### src/rtl/ahb_access_seq_pkg.sv
// Shared encodings for the JTAG-to-AHB access sequencer.
// Command layout, states, sizes and status bit positions.
package ahb_access_seq_pkg;

   typedef enum logic [1:0] {
      OP_NOP     = 2'b00,
      OP_SETADDR = 2'b01,
      OP_WRITE   = 2'b10,
      OP_READ    = 2'b11
   } op_e;

   typedef enum logic [1:0] {
      ST_IDLE = 2'b00,
      ST_REQ  = 2'b01,
      ST_DONE = 2'b10
   } state_e;

   typedef enum logic [1:0] {
      SZ_BYTE = 2'b00,
      SZ_HALF = 2'b01,
      SZ_WORD = 2'b10,
      SZ_BAD  = 2'b11
   } size_e;

   typedef struct packed {
      op_e         op;
      size_e       size;
      logic        clr;
      logic        rsvd;
      logic [31:0] payload;
   } cmd_t;

   localparam int CMD_W    = 38;
   localparam int STS_BUSY = 37;
   localparam int STS_ERR  = 36;
   localparam int STS_TO   = 35;
   localparam int STS_OVR  = 34;

   function automatic logic [31:0] size_bytes(input logic [1:0] s);
      unique case (s)
         SZ_BYTE: size_bytes = 32'd1;
         SZ_HALF: size_bytes = 32'd2;
         default: size_bytes = 32'd4;
      endcase
   endfunction

endpackage

### src/rtl/ahb_access_seq_if.sv
// TAP data-register side and AHB-lite bus side of the sequencer.
interface ahb_access_seq_if;
   import ahb_access_seq_pkg::*;

   logic              ahb_select;
   logic              dr_capture;
   logic              dr_update;
   logic [CMD_W-1:0]  cmd_in;
   logic [CMD_W-1:0]  status_out;
   logic              bus_req;
   logic              bus_write;
   logic [31:0]       bus_addr;
   logic [1:0]        bus_size;
   logic [31:0]       bus_wdata;
   logic              bus_ack;
   logic              bus_err;
   logic [31:0]       bus_rdata;
   logic              busy;

   modport master (
      input  ahb_select, dr_capture, dr_update, cmd_in,
      input  bus_ack, bus_err, bus_rdata,
      output status_out, bus_req, bus_write, bus_addr,
      output bus_size, bus_wdata, busy
   );

   modport slave (
      output ahb_select, dr_capture, dr_update, cmd_in,
      output bus_ack, bus_err, bus_rdata,
      input  status_out, bus_req, bus_write, bus_addr,
      input  bus_size, bus_wdata, busy
   );

endinterface

### src/rtl/ahb_seq_timer.sv
// Counts cycles spent waiting on the bus; expires on the LIMIT-th cycle.
module ahb_seq_timer #(
   parameter logic [7:0] LIMIT = 8'd200
) (
   input  logic i_clk,
   input  logic i_rst,
   input  logic i_start,
   input  logic i_clear,
   output logic o_expired
);

   logic [7:0] r_cnt;
   logic [8:0] w_next;

   assign w_next    = {1'b0, r_cnt} + 9'd1;
   assign o_expired = i_start && (w_next >= {1'b0, LIMIT});

   always_ff @(posedge i_clk or posedge i_rst) begin
      if (i_rst) begin
         r_cnt <= 8'd0;
      end else if (i_clear) begin
         r_cnt <= 8'd0;
      end else if (i_start && !o_expired) begin
         r_cnt <= w_next[7:0];
      end
   end

endmodule

### src/rtl/ahb_access_seq.sv
// TAP-driven single-transfer AHB sequencer with sticky status flags.
// Optional AHB_ACCESS_SEQ_AUTOINC_EN: post-increment address on good transfers.
module ahb_access_seq
   import ahb_access_seq_pkg::*;
#(
   parameter logic [7:0] TIMEOUT_CYCLES = 8'd200
) (
   input  logic             TCK,
   input  logic             TRST,
   ahb_access_seq_if.master p
);

   state_e      r_state;
   logic        r_req;
   logic        r_write;
   logic [31:0] r_addr;
   logic [1:0]  r_size;
   logic [31:0] r_wdata;
   logic [31:0] r_rdata;
   logic        r_err;
   logic        r_to;
   logic        r_ovr;
   logic [CMD_W-1:0] r_status;

   cmd_t        w_cmd;
   logic        w_acc;
   logic        w_in_req;
   logic        w_expired;
   logic        w_busy;
   logic        w_unused;
   logic [CMD_W-1:0] w_status;

   assign w_cmd    = cmd_t'(p.cmd_in);
   assign w_acc    = p.ahb_select & p.dr_update;
   assign w_in_req = (r_state == ST_REQ);
   assign w_busy   = (r_state != ST_IDLE);
   assign w_unused = w_cmd.rsvd;

   ahb_seq_timer #(
      .LIMIT (TIMEOUT_CYCLES)
   ) u_timer (
      .i_clk     (TCK),
      .i_rst     (TRST),
      .i_start   (w_in_req),
      .i_clear   (!w_in_req),
      .o_expired (w_expired)
   );

   always_comb begin
      w_status           = '0;
      w_status[STS_BUSY] = w_busy;
      w_status[STS_ERR]  = r_err;
      w_status[STS_TO]   = r_to;
      w_status[STS_OVR]  = r_ovr;
      w_status[31:0]     = r_rdata;
   end

   always_ff @(posedge TCK or posedge TRST) begin
      if (TRST) begin
         r_state  <= ST_IDLE;
         r_req    <= 1'b0;
         r_write  <= 1'b0;
         r_addr   <= 32'd0;
         r_size   <= SZ_WORD;
         r_wdata  <= 32'd0;
         r_rdata  <= 32'd0;
         r_err    <= 1'b0;
         r_to     <= 1'b0;
         r_ovr    <= 1'b0;
         r_status <= '0;
      end else begin
         if (p.ahb_select && p.dr_capture) begin
            r_status <= w_status;
         end
         // Clear first; any flag set below in the same cycle wins.
         if (w_acc && w_cmd.clr) begin
            r_err <= 1'b0;
            r_to  <= 1'b0;
            r_ovr <= 1'b0;
         end
         unique case (r_state)
            ST_IDLE: begin
               if (w_acc) begin
                  unique case (w_cmd.op)
                     OP_SETADDR: r_addr <= w_cmd.payload;
                     OP_WRITE, OP_READ: begin
                        if (w_cmd.size == SZ_BAD) begin
                           r_err <= 1'b1;
                        end else begin
                           r_req   <= 1'b1;
                           r_write <= (w_cmd.op == OP_WRITE);
                           r_size  <= w_cmd.size;
                           r_state <= ST_REQ;
                           if (w_cmd.op == OP_WRITE) begin
                              r_wdata <= w_cmd.payload;
                           end
                        end
                     end
                     OP_NOP: ;
                  endcase
               end
            end
            ST_REQ: begin
               if (w_acc) begin
                  r_ovr <= 1'b1;
               end
               // bus_err outranks ack, ack outranks the timeout.
               priority case (1'b1)
                  p.bus_err: begin
                     r_err   <= 1'b1;
                     r_req   <= 1'b0;
                     r_state <= ST_DONE;
                  end
                  p.bus_ack: begin
                     r_req   <= 1'b0;
                     r_state <= ST_DONE;
                     if (!r_write) begin
                        r_rdata <= p.bus_rdata;
                     end
`ifdef AHB_ACCESS_SEQ_AUTOINC_EN
                     r_addr <= r_addr + size_bytes(r_size);
`endif
                  end
                  w_expired: begin
                     r_to    <= 1'b1;
                     r_req   <= 1'b0;
                     r_state <= ST_DONE;
                  end
                  default: ;
               endcase
            end
            ST_DONE: begin
               if (w_acc) begin
                  r_ovr <= 1'b1;
               end
               r_state <= ST_IDLE;
            end
            default: r_state <= ST_IDLE;
         endcase
      end
   end

   assign p.bus_req    = r_req;
   assign p.bus_write  = r_write;
   assign p.bus_addr   = r_addr;
   assign p.bus_size   = r_size;
   assign p.bus_wdata  = r_wdata;
   assign p.busy       = w_busy;
   assign p.status_out = r_status;

endmodule

### src/flat_wrapper.sv
// flat-port wrapper written by rule: the top's interface ports become plain ports
module ahb_access_seq_flat import ahb_access_seq_pkg::*;
#(
   parameter logic [7:0] TIMEOUT_CYCLES = 8'd200
)
  (TCK, TRST, p_ahb_select, p_dr_capture, p_dr_update, p_cmd_in, p_bus_ack, p_bus_err, p_bus_rdata, p_status_out, p_bus_req, p_bus_write, p_bus_addr, p_bus_size, p_bus_wdata, p_busy);
  ahb_access_seq_if p_i ();
  input  logic TCK;
  input  logic TRST;
  input wire logic [$bits(p_i.ahb_select)-1:0] p_ahb_select;
  input wire logic [$bits(p_i.dr_capture)-1:0] p_dr_capture;
  input wire logic [$bits(p_i.dr_update)-1:0] p_dr_update;
  input wire logic [$bits(p_i.cmd_in)-1:0] p_cmd_in;
  input wire logic [$bits(p_i.bus_ack)-1:0] p_bus_ack;
  input wire logic [$bits(p_i.bus_err)-1:0] p_bus_err;
  input wire logic [$bits(p_i.bus_rdata)-1:0] p_bus_rdata;
  output wire logic [$bits(p_i.status_out)-1:0] p_status_out;
  output wire logic [$bits(p_i.bus_req)-1:0] p_bus_req;
  output wire logic [$bits(p_i.bus_write)-1:0] p_bus_write;
  output wire logic [$bits(p_i.bus_addr)-1:0] p_bus_addr;
  output wire logic [$bits(p_i.bus_size)-1:0] p_bus_size;
  output wire logic [$bits(p_i.bus_wdata)-1:0] p_bus_wdata;
  output wire logic [$bits(p_i.busy)-1:0] p_busy;
  assign p_i.ahb_select = p_ahb_select;
  assign p_i.dr_capture = p_dr_capture;
  assign p_i.dr_update = p_dr_update;
  assign p_i.cmd_in = p_cmd_in;
  assign p_i.bus_ack = p_bus_ack;
  assign p_i.bus_err = p_bus_err;
  assign p_i.bus_rdata = p_bus_rdata;
  assign p_status_out = p_i.status_out;
  assign p_bus_req = p_i.bus_req;
  assign p_bus_write = p_i.bus_write;
  assign p_bus_addr = p_i.bus_addr;
  assign p_bus_size = p_i.bus_size;
  assign p_bus_wdata = p_i.bus_wdata;
  assign p_busy = p_i.busy;
  ahb_access_seq #(.TIMEOUT_CYCLES(TIMEOUT_CYCLES)) u_core (.TCK(TCK), .TRST(TRST), .p(p_i));
endmodule
### config.mk
export PLATFORM = sky130hd
export DESIGN_NAME = ahb_access_seq_flat
export DESIGN_NICKNAME = d
export VERILOG_FILES = /design/src/rtl/ahb_access_seq_pkg.sv /design/src/rtl/ahb_access_seq_if.sv /design/src/rtl/ahb_seq_timer.sv /design/src/rtl/ahb_access_seq.sv /design/src/flat_wrapper.sv
export SDC_FILE = /design/constraint.sdc
export NUM_CORES = 1
export LEC_CHECK = 0
export BUFFER_PORTS_ARGS = -buffer_cell sky130_fd_sc_hd__buf_2
export CAP_MARGIN = 20
export CORE_AREA = 2 2 123 125
export CTS_CLUSTER_SIZE = 30
export DETAILED_ROUTE_END_ITERATION = 10
export DIE_AREA = 0 0 125 127
export PLACE_DENSITY = 0.66
export REMOVE_ABC_BUFFERS = 1
export SLEW_MARGIN = 20
export SYNTH_ARGS = -nofsm -noshare
export SYNTH_HDL_FRONTEND = slang
export SYNTH_SLANG_ARGS = --single-unit
export TNS_END_PERCENT = 10
### constraint.sdc
create_clock -name TCK -period 5.45 [get_ports TCK]
set_clock_uncertainty 0.05 [all_clocks]
set_input_delay 0.545 -clock TCK [delete_from_list [all_inputs] [get_ports TCK]]
set_output_delay 0.545 -clock TCK [all_outputs]
set_load 0.01 [all_outputs]
==> results.rst <==
.. list-table::
   :header-rows: 1

   * - Metric
     - Value
   * - Antenna-violating nets left
     - 0
   * - Share of final-layout standard cells stronger than drive strength 1
     - 62.0%
   * - Antenna diode instance count
     - 0
   * - TritonCTS Buffers
     - 17
   * - Worst hold margin
     - 0.213 ns
   * - Pin count of the biggest net entering global routing
     - 86
   * - Fraction of registers with async set or reset after synthesis
     - 100%
   * - Launch instance of the worst register-to-register path
     - u_core.r_state[1]$_DFFE_PP0P_
   * - Initial Utilization
     - approximately 41%
   * - Result of the run
     - finished, final reports clean
   * - Total Die Area
     - between 15000 and 20000 um^2
   * - Cell depth of the worst flop-to-flop path
     - 6
   * - Final setup violating endpoints
     - 0
   * - Die Y
     - 127 um
   * - Reg2Reg Capture Point
     - u_core.r_rdata[17]$_DFFE_PP0P_
   * - Clock tree from TritonCTS
     - yes
   * - Leading register cell type out of synthesis
     - sky130_fd_sc_hd__dfrtp_1
   * - Yosys reg bits
     - 149
   * - Leakage power total
     - 0.00362 uW
   * - Critical path type
     - reg2reg
   * - Placed cell count
     - 734
   * - Number of nets at the end of the flow
     - 650
   * - Cell Pwr Density
     - 572 nW/um^2
   * - Register-to-register setup slack
     - slightly below 3 ns
   * - Latest clock arrival within the worst-skew pair
     - 0.41 ns
   * - CTS clk-pin slew, worst paths
     - ~0.060 ns
   * - Sequential share of power
     - 43.7%
   * - Number of global-route vias before repair
     - 4005
   * - Switching fraction of total power
     - 30.8%
   * - Final hold vios
     - 0
   * - Final GP Congestion
     - 0.785
   * - Overall fraction of global-route tracks in use
     - 16.2%
   * - Total wire length
     - 12400 um
   * - Total of hold buffers inserted after clock tree synthesis
     - 0
   * - Unrepaired setup endpoints after global routing
     - false
   * - DP HPWL
     - 8810 um
   * - Layout overhead on the synthesized area
     - 28.3%
   * - Synth warn
     - 0
   * - Switch Pwr
     - about 1300 uW
   * - Nature of the critical path startpoint
     - flop
   * - PostCTS Resize Cnt
     - 0
   * - Register Area
     - 3730 um^2
   * - HP Class
     - in2async
   * - Fraction of the yosys area taken by sequential cells
     - a little under two thirds
   * - Crit path max fanout
     - 17
   * - Area of the mapped netlist
     - 5870 um^2
   * - IO Pins
     - approximately 180
   * - Final core occ
     - 52.2%
   * - Achievable frequency
     - 0.401 GHz
   * - Final worst path period share
     - 45.8%
   * - Fraction of power consumed by the clock network
     - around a quarter
   * - Initial detailed-routing violation count
     - 96
   * - Count of flip-flops with a built-in enable after synthesis
     - 0
   * - Time the final worst path needs with I/O delays and setup
     - 2.49 ns
   * - Area of the core
     - 14400 um^2
   * - Root buffer cell
     - sky130_fd_sc_hd__clkbuf_16
   * - Finished Layout Cells
     - 766
   * - Detail-routed via count per cell
     - around 4.9
   * - Syn avg cell area
     - 15.4 um^2
   * - Count of vias placed by the detailed router
     - 3778
   * - Number of standard-cell rows in the floorplan
     - 44
   * - Die width
     - ~130 um
   * - Number of post-CTS setup repair buffers
     - 0
   * - Layout fillers
     - 1259
   * - Number of antenna violations at the first check in global routing
     - 0
   * - Number of H-tree branching levels
     - 4
   * - Power consumption
     - 4310 uW
   * - Number of port buffers
     - 180
   * - Detailed-routing iteration count for the pre-antenna-repair pass
     - 4
   * - Count of distinct cell types in the synthesized netlist
     - 45
   * - Number of DRC violations after detailed routing
     - 0
   * - Power share of the combinational group
     - between 30% and 40%
   * - Max-slew headroom at the worst pin
     - a little under two fifths
   * - Total of max-cap violations
     - 0
   * - Sum of overflow across all layers after global routing
     - 0
   * - Multi-input combinational cell area
     - a little over 2000 um^2
   * - Worst Tran Pin Value
     - 0.946 ns
   * - Post-Syn Instances
     - about 380
   * - Number of sinks handled by clock tree synthesis
     - 149
   * - Maximum number of buffers from clock root to sink
     - 2
   * - First-pass GRT wire length
     - roughly 20000 um
   * - Sort of element at the end of the critical path
     - flop
   * - WL per Instance
     - 16.2 um
   * - Worst Path Required
     - 5.69 ns
   * - Count of pins over their slew limit
     - 0
   * - Data arrival time of the worst path
     - around 2.7 ns
   * - Worst IR Drop VDD
     - approximately 0.00028 V
   * - Internal power contribution
     - 2980 uW
   * - Post-Route Setup TNS
     - 0 ns
==> area by class of cell <==
type,count,share of cell area [%]
sequential,149,49.6
multi-input combinational,208,27.0
timing repair buffer,185,12.5
clock buffer,19,6.02
tap,184,3.06
clock inverter,13,1.41
inverter,8,0.466
==> cells in the mapped netlist (2+ instances only) <==
cell / n / share of area, %
sky130_fd_sc_hd__clkbuf_1: 4 / 0.26
sky130_fd_sc_hd__buf_4: 2 / 0.26
sky130_fd_sc_hd__buf_2: 10 / 0.85
sky130_fd_sc_hd__mux2i_1: 3 / 0.51
sky130_fd_sc_hd__nand2b_1: 2 / 0.21
sky130_fd_sc_hd__nand4_1: 2 / 0.21
sky130_fd_sc_hd__o21ai_0: 7 / 0.60
sky130_fd_sc_hd__nand2_1: 15 / 0.96
sky130_fd_sc_hd__ha_1: 4 / 0.85
sky130_fd_sc_hd__o21bai_1: 2 / 0.26
sky130_fd_sc_hd__or3_1: 3 / 0.32
sky130_fd_sc_hd__nor2_1: 2 / 0.13
sky130_fd_sc_hd__inv_1: 7 / 0.45
sky130_fd_sc_hd__a21oi_1: 4 / 0.34
sky130_fd_sc_hd__nand3_1: 4 / 0.34
sky130_fd_sc_hd__mux2_2: 133 / 26
sky130_fd_sc_hd__dfrtp_1: 148 / 63
sky130_fd_sc_hd__nor3_1: 2 / 0.17
==> through the flow <==
step / instance area [um^2] / setup slack, ns
after floorplan: 5780 / 0.849
after global placement: 6960 / 2.35
after detailed placement: 6970 / 2.93
after CTS: 7520 / 2.90
after global routing: 7520 / 2.79
final: 7520 / 2.96
==> state kept, by name, indices dropped and copies added, names as in the netlist <==
register and flops:
u_core.r_to 1, u_core.p.bus_addr 32, u_core.p.bus_write 1, u_core.r_state 2, u_core.p.bus_size 2, u_core.p.status_out 36
u_core.p.bus_req 1, u_core.u_timer.r_cnt 8, u_core.r_err 1, u_core.r_rdata 32, u_core.p.bus_wdata 32, u_core.r_ovr 1
==> cells in the final DEF, fill, tap and decap left out, types with 2 or more instances in the layout <==
cell type                    synthesis  final
sky130_fd_sc_hd__buf_2              10    180
sky130_fd_sc_hd__dfrtp_1           148    148
sky130_fd_sc_hd__mux2_2            133    133
sky130_fd_sc_hd__clkbuf_16           0     17
sky130_fd_sc_hd__nand2_1            15     14
sky130_fd_sc_hd__o21ai_0             7      7
sky130_fd_sc_hd__clkinv_2            0      7
sky130_fd_sc_hd__inv_1               7      6
sky130_fd_sc_hd__buf_4               2      5
sky130_fd_sc_hd__a21oi_1             4      4
sky130_fd_sc_hd__nand3_1             4      4
sky130_fd_sc_hd__ha_1                4      4
sky130_fd_sc_hd__or3_1               3      3
sky130_fd_sc_hd__mux2i_1             3      3
sky130_fd_sc_hd__nor4b_4             1      2
sky130_fd_sc_hd__nand4_1             2      2
sky130_fd_sc_hd__nor3_1              2      2
sky130_fd_sc_hd__nand2b_1            2      2
sky130_fd_sc_hd__inv_6               0      2
sky130_fd_sc_hd__o21bai_1            2      2
sky130_fd_sc_hd__conb_1              1      2
sky130_fd_sc_hd__clkinv_4            0      2
sky130_fd_sc_hd__clkbuf_8            0      2
sky130_fd_sc_hd__clkinvlp_4          0      2
==> worst max-delay path, cell delays in order, from the launching register on <==
cell and delay, ns:
sky130_fd_sc_hd__dfrtp_1 0.37, sky130_fd_sc_hd__inv_1 0.09, sky130_fd_sc_hd__ha_1 0.39, sky130_fd_sc_hd__inv_2 0.20
sky130_fd_sc_hd__nor4b_4 0.55, sky130_fd_sc_hd__buf_4 0.34, sky130_fd_sc_hd__mux2_2 0.37
==> logic make-up after synthesis <==
family	synth area share, %
buffers and inverters	2.07
other	0.0639
adders and majority gates	0.853
and+or+nand+nor	4.16
muxes	26.0
xor gates and xnor gates	0.149
AOI/OAI and AO/OA	3.07
DFF	63.6
==> worst max path at each step <==
stage | depth (start not counted) | from | end
after detailed placement | 6 | u_core.r_state[1]$_DFFE_PP0P_ | u_core.r_rdata[31]$_DFFE_PP0P_
after global routing | 6 | u_core.r_state[1]$_DFFE_PP0P_ | u_core.r_rdata[31]$_DFFE_PP0P_
final | 6 | u_core.r_state[1]$_DFFE_PP0P_ | u_core.r_rdata[17]$_DFFE_PP0P_
after global placement | 6 | u_core.r_state[1]$_DFFE_PP0P_ | u_core.r_rdata[31]$_DFFE_PP0P_
after CTS | 6 | u_core.r_state[1]$_DFFE_PP0P_ | u_core.r_rdata[31]$_DFFE_PP0P_
after floorplan | 1 | TRST | u_core.p.bus_addr[0]$_DFFE_PP0P_
==> power by group through the flow <==
| stage | Combinational, uW | Clock [uW] | Sequential (uW) |
|---|---|---|---|
| final | 1340 | 1090 | 1880 |
| after global routing | 1440 | 1170 | 1960 |
| after CTS | 1360 | 1120 | 1890 |
| after detailed placement | 1360 | 0 | 1910 |
| after global placement | 1320 | 0 | 1870 |
| after floorplan | 588 | 0 | 2050 |
==> layer usage <==
layer	part of all wire [%]	GRT usage (%)	vias up
met4	2.3	7.45	0
li1	-	-	1728
met2	53	28.1	100
met1	39	18.3	1927
met5	0	0	-
met3	5.7	5.19	23
Note: power is estimated with default switching activity, not from simulation.
